`src/rtl/sipo_frame_collector.sv`:
```
// sipo_frame_collector: gathers NUM_WORDS-beat serial bursts into a double-buffered parallel frame
module sipo_frame_collector #(
  parameter int DATA_W    = 9,
  parameter int NUM_WORDS = 16,
  parameter int IDX_W     = $clog2(NUM_WORDS)
) (
  input  logic              clk,
  input  logic              reset,
  input  logic [DATA_W-1:0] serial_in,
  input  logic              serial_valid,
  input  logic              frame_ready,
  output logic [DATA_W-1:0] data_out [NUM_WORDS],
  output logic              frame_valid,
  output logic              overflow,
  output logic              runt
);
  typedef enum logic [1:0] {S_COLLECT, S_STALL, S_RESYNC} state_t;
  localparam logic [IDX_W-1:0] LAST = IDX_W'(NUM_WORDS - 1);
  state_t            r_state;
  logic [IDX_W-1:0]  r_idx;
  logic [DATA_W-1:0] r_cap [NUM_WORDS];
  logic              w_accept;
  assign w_accept = frame_valid && frame_ready;
  // capture beats, hand frames to the output register, and drop beats while the double buffer is full
  always_ff @(posedge clk or posedge reset) begin
    if (reset) begin
      r_state     <= S_COLLECT;
      r_idx       <= '0;
      frame_valid <= 1'b0;
      overflow    <= 1'b0;
      runt        <= 1'b0;
      for (int i = 0; i < NUM_WORDS; i++) begin
        r_cap[i]    <= '0;
        data_out[i] <= '0;
      end
    end else begin
      overflow <= 1'b0;
      runt     <= 1'b0;
      if (w_accept) frame_valid <= 1'b0;
      case (r_state)
        S_COLLECT: begin
          if (serial_valid) begin
            r_cap[r_idx] <= serial_in;
            r_idx        <= r_idx + 1'b1;
            if (r_idx == LAST) begin
              if (!frame_valid || frame_ready) begin
                for (int i = 0; i < NUM_WORDS; i++)
                  data_out[i] <= (IDX_W'(i) == LAST) ? serial_in : r_cap[i];
                frame_valid <= 1'b1;
              end else begin
                r_state <= S_STALL;
              end
            end
          end else if (r_idx != '0) begin
            runt  <= 1'b1;
            r_idx <= '0;
          end
        end
        S_STALL: begin
          overflow <= serial_valid;
          if (w_accept) begin
            data_out    <= r_cap;
            frame_valid <= 1'b1;
            r_state     <= S_RESYNC;
          end
        end
        default: begin
          overflow <= serial_valid;
          if (!serial_valid) r_state <= S_COLLECT;
        end
      endcase
    end
  end
endmodule

```
`config.mk`:
```
export PLATFORM = sky130hd
export DESIGN_NAME = sipo_frame_collector
export DESIGN_NICKNAME = d
export VERILOG_FILES = /design/src/rtl/sipo_frame_collector.sv
export SDC_FILE = /design/constraint.sdc
export NUM_CORES = 1
export LEC_CHECK = 0
export ABC_AREA = 1
export CAP_MARGIN = 20
export CORE_MARGIN = 2
export CORE_UTILIZATION = 60
export CTS_CLUSTER_DIAMETER = 40
export DETAILED_ROUTE_END_ITERATION = 10
export DONT_BUFFER_PORTS = 1
export GPL_ROUTABILITY_DRIVEN = 0
export MAX_ROUTING_LAYER = met4
export PLACE_DENSITY = 0.86
export SETUP_SLACK_MARGIN = 0.3
export SYNTH_ARGS = -nofsm -noshare
export SYNTH_HDL_FRONTEND = slang
export SYNTH_SLANG_ARGS = --single-unit
```
`constraint.sdc`:
```
create_clock -name clk -period 18 [get_ports clk]
set_input_delay 0 -clock clk [delete_from_list [all_inputs] [get_ports clk]]
set_output_delay 0 -clock clk [all_outputs]
set_load 0.1 [all_outputs]
```
* Yosys cells after proc, flatten, opt, wreduce, memory -nomap -nowiden
Index checks and enable logic that the tools add are counted.
Storage, ports and cells: register bits after elaboration 297, input port bits 13, output and inout bits 147
Cells by class: add/subtract/negate cells 1, $lt $le $gt $ge 2, equal/unequal tests 8, mux-type cells 26, bitwise operators 1, reduce and logical (&&, ||, !) cells 12
Operators with widths (count):
- $mux 144 | 4
- $pmux 144 s2 | 1
- $bwmux 144 | 1
- $demux 9 s4 | 1
- $mux 2 | 5
- $ne 2x2->1 const B | 5
- $reduce_and 5->1 | 2
- $mux 1 | 9
- $mux 9 | 1
- $mux 4 | 2
- $ge 5x5->1 const B | 1
- $lt 5x1->1 const B | 1
- $not 4->5 | 1
- $add 4x1->4 const B | 1
- $eq 4x4->1 const B | 1
- $pmux 2 s2 | 1
- $reduce_and 2->1 | 2
- $reduce_bool 2->1 | 2
- $reduce_bool 4->1 | 1
- $ne 3x1->1 const B | 1
- $eq 2x1->1 const B | 1
- $logic_and 1x1->1 | 2
- $logic_not 2->1 | 1
- $pmux 1 s2 | 1
- 2 further kinds | 2

* Longest topological paths before layout
depth in word-level cells 6, gate-level depth with buffers 10, mapped depth without buffers 8

* Worst setup path before layout
No wires, ideal clock.
path type reg-to-reg, from register frame_valid, to register data_out[14] in the netlist's numbering, library setup time 67 ps, arrival time 1864 ps, required time 17933 ps, slack 16069 ps, cell stages (with the launch flop) 9, buffers on the path 2, period minus slack after synthesis 1931 ps, path through dfrtp_1 > nand2_1 > nand3_1 > nand2_2 > nand2_2 > buf_4 > buf_2 > nand2_1 > nand2_1
Between the ends: longest elaborated chain between the ends 4, elaborated cells on any way between the ends 6, classes of those cells 2 x eq/ne; 4 x reduce/logical
RTL lines:
- start, declared | RTL line 13 | output logic frame_valid,
- start signal, assigned | RTL line 29 | frame_valid <= 1'b0;
- start signal, assigned | RTL line 39 | if (w_accept) frame_valid <= 1'b0;
- start signal, assigned | RTL line 49 | frame_valid <= 1'b1;
- $logic_not 1->1 | RTL line 46 | if (!frame_valid || frame_ready) begin
- $logic_or 1x1->1 | RTL line 46
- $ne 2x2->1 (no source line)
- $reduce_and 5->1 (no source line) *
- end signal, assigned by index | RTL line 48 | data_out[i] <= (IDX_W'(i) == LAST) ? serial_in : r_cap[i];
- end signal, assigned | RTL line 62 | data_out <= r_cap;
- end, declared | RTL line 12 | output logic [DATA_W-1:0] data_out [NUM_WORDS],
Every way passes the cells marked *; elsewhere a longest branch is shown, timed or not. A chain may end at the register's enable or synchronous reset.

* Worst setup path after layout
from register frame_valid, to register data_out[7] in the netlist's numbering
Same word-level chain as after synthesis.

==> impl_metrics.ini <==
[status]
status = finished clean

[cells_and_area]
multi_input_comb_area_mm2 = 0.00363
drive_gt1_share_pct = 8.33
final_cell_mix = nand2_1, dfrtp_1, nand3_1
seqCellArea_mm2 = 0.00743
n_antenna_cell = 0
utilization_pct = 68.9
final_common_cell = nand2_1
fill_cells = 1377
syn_to_final_growth_pct = 12.5
nets = 1214

[global_route]
grt_pass1_vias = 8108
grt_usage_pct = 28.0
grt_pass1_wl_mm = 43.3
grt-ovfl-total = 0
grt_max_degree = 135
antenna_found_initial = 0

[die]
die_h_um = 142
fp-row-count = 50
pin_count = 160
start_util_pct = 61.2
die_area_mm2 = 0.0203
core-area_mm2 = 0.0188
fp.dieW_um = 142

[worst_hold_path]
hold_end = r_cap[8]
min_path_cells = 2
worstHoldPathType = in -> reg
hp-start = serial_in[8]

[route]
drtIter0Drc = 817
wl_per_cell_um = 18.6
antenna_left = 0
dr.pass1.iters = 5
viasPerCell = 5.86
num_vias = 8541
drt-total-wl_mm = 27.1
drc = 0

[yosys]
synth_cell_type_count = 21
syn-num-nets = 1232
syn_inst = 1215
ys_ff_latch = 297
yosys_warnings = 0
synth.yosys.seq_area_share_pct = 64.7
synth.avg_cell_area_um2 = 9.46
syn_area_mm2 = 0.0115

[worst_setup_path]
arrival_ns = 4.01
worstPathRequired_ns = 18.42
rrSetupSlack_ns = 14.41
path_class = reg -> reg
cp-end-kind = register
crit-reg2reg-launch = frame_valid
r2r-end = data_out[7]
startpoint_type = register
worstPathMaxFanout = 92
worstRegToRegCells = 7

[power]
p_seq_share_pct = 47.9
p_sw_uw = 485
p_clk_share_pct = 42.7
swShare_pct = 26.9
power.leakage_uw = 0.00676
internal_power_uw = 1320
peakVddDrop_mv = 0.0800
power.density_mw_per_mm2 = 140
comb_power_share_pct = 9.4

[job]
drv_cap = 0

[sta]
hold_viol_final = 0
worst_pin_slew_ns = 1.03
fin_setup_tns_ns = 0
max-slew-margin-rel_pct = 31.5
rsz0062_at_grt = false
fin_crit_ns = 3.59
slew_violations = 0
fmax_mhz = 278
period_share_pct = 19.9
setup_viol = 0
skew_ns = 0.0191

[clocking]
clock_latency_ns = 0.50
cts_buffers = 36
clock-sinks = 297
cts_resized = 0
cts_buffer_depth = 3
clk_pin_slew_ns = 0.06
cts_tree = yes
htree_num_levels = 2
cts-root-buf = clkbuf_16

[placed_design]
hpwl_mm = 15.2
io_buffers = 0
sequential cells by signal, indices dropped and copies added (netlist names):
signal / cells
frame_valid: 1
r_idx: 4
data_out: 144
r_cap: 144
runt: 1
r_state: 2
overflow: 1
metrics by stage:
stage	std cells	worst slack, ns	power (uW)	hold WS, ns	instance area (um2)
final	1458	14.41	1800	0.0401	12900
after global routing	1458	14.03	1880	0.0602	12900
after CTS	1457	14.37	1810	0.0404	12900
after detailed placement	1380	14.37	1040	0.0966	11500
after global placement	1380	14.50	1020	0.0864	11500
after floorplan	1215	9.80	988	0.0831	11500
layout make-up:
type,instances,share of cell area [%]
well taps,234,2.26
clock inverters,20,2.41
multi-input cells,819,28.0
repair buffers,18,1.43
clock buffers,45,7.55
flip-flops and latches,297,57.5
inverters,25,0.803
per-layer routing:
metal | vias up | part of all wire (%) | track usage, %
met1 | 4199 | 41 | 38.8
met3 | 52 | 7.7 | 4.58
li1 | 3886 | - | -
met2 | 404 | 48 | 43.5
met5 | - | 0 | -
met4 | 0 | 2.4 | 8.18
kinds of logic (layout without fill, tap and decap cells):
group	Yosys count	after routing	share of synthesized area, %
compound gates	151	151	6.87
fa+ha+maj	4	4	0.436
buf+inv	99	108	3.84
flops	297	297	64.7
simple gates	664	664	24.2
power by group through the flow:
stage | Sequential [uW] | Clock, uW | Combinational (uW)
final | 865 | 770 | 170
after detailed placement | 872 | 0 | 166
after global placement | 866 | 0 | 155
after floorplan | 856 | 0 | 133
after global routing | 876 | 810 | 197
after CTS | 863 | 779 | 171
cells in the mapped netlist, drive strengths merged:
cell type | n | area share [%]
dfrtp | 297 | 65
nand2 | 498 | 17
nor2 | 14 | 0.83
clkbuf | 34 | 1.2
ha | 4 | 0.44
nand3 | 151 | 6.6
or2 | 1 | 0.054
o21ai | 151 | 6.9
inv | 25 | 0.82
buf | 40 | 1.8
worst max path at each step:
stage / startpoint / end / cells after the start
detailed placement: frame_valid / data_out[9] / 7
global placement: frame_valid / data_out[133] / 7
CTS: frame_valid / data_out[9] / 7
finish: frame_valid / data_out[7] / 7
floorplan: reset / data_out[0] / 1
global route: frame_valid / data_out[16] / 7
worst max-delay path, stage by stage (launching register included):
cell	delay (ns)
dfrtp_1	1.00
nand2_1	0.12
nand3_1	0.15
nand2_4	0.44
nand2_4	0.91
buf_4	0.59
nand2_1	0.13
nand2_1	0.11
what timing repair did:
item                                   in CTS  in global routing
endpoints found under the hold margin     151                  0
buffers inserted                            0                  0
hold buffers                               12                  0
Note: power is estimated with default switching activity, not from simulation.
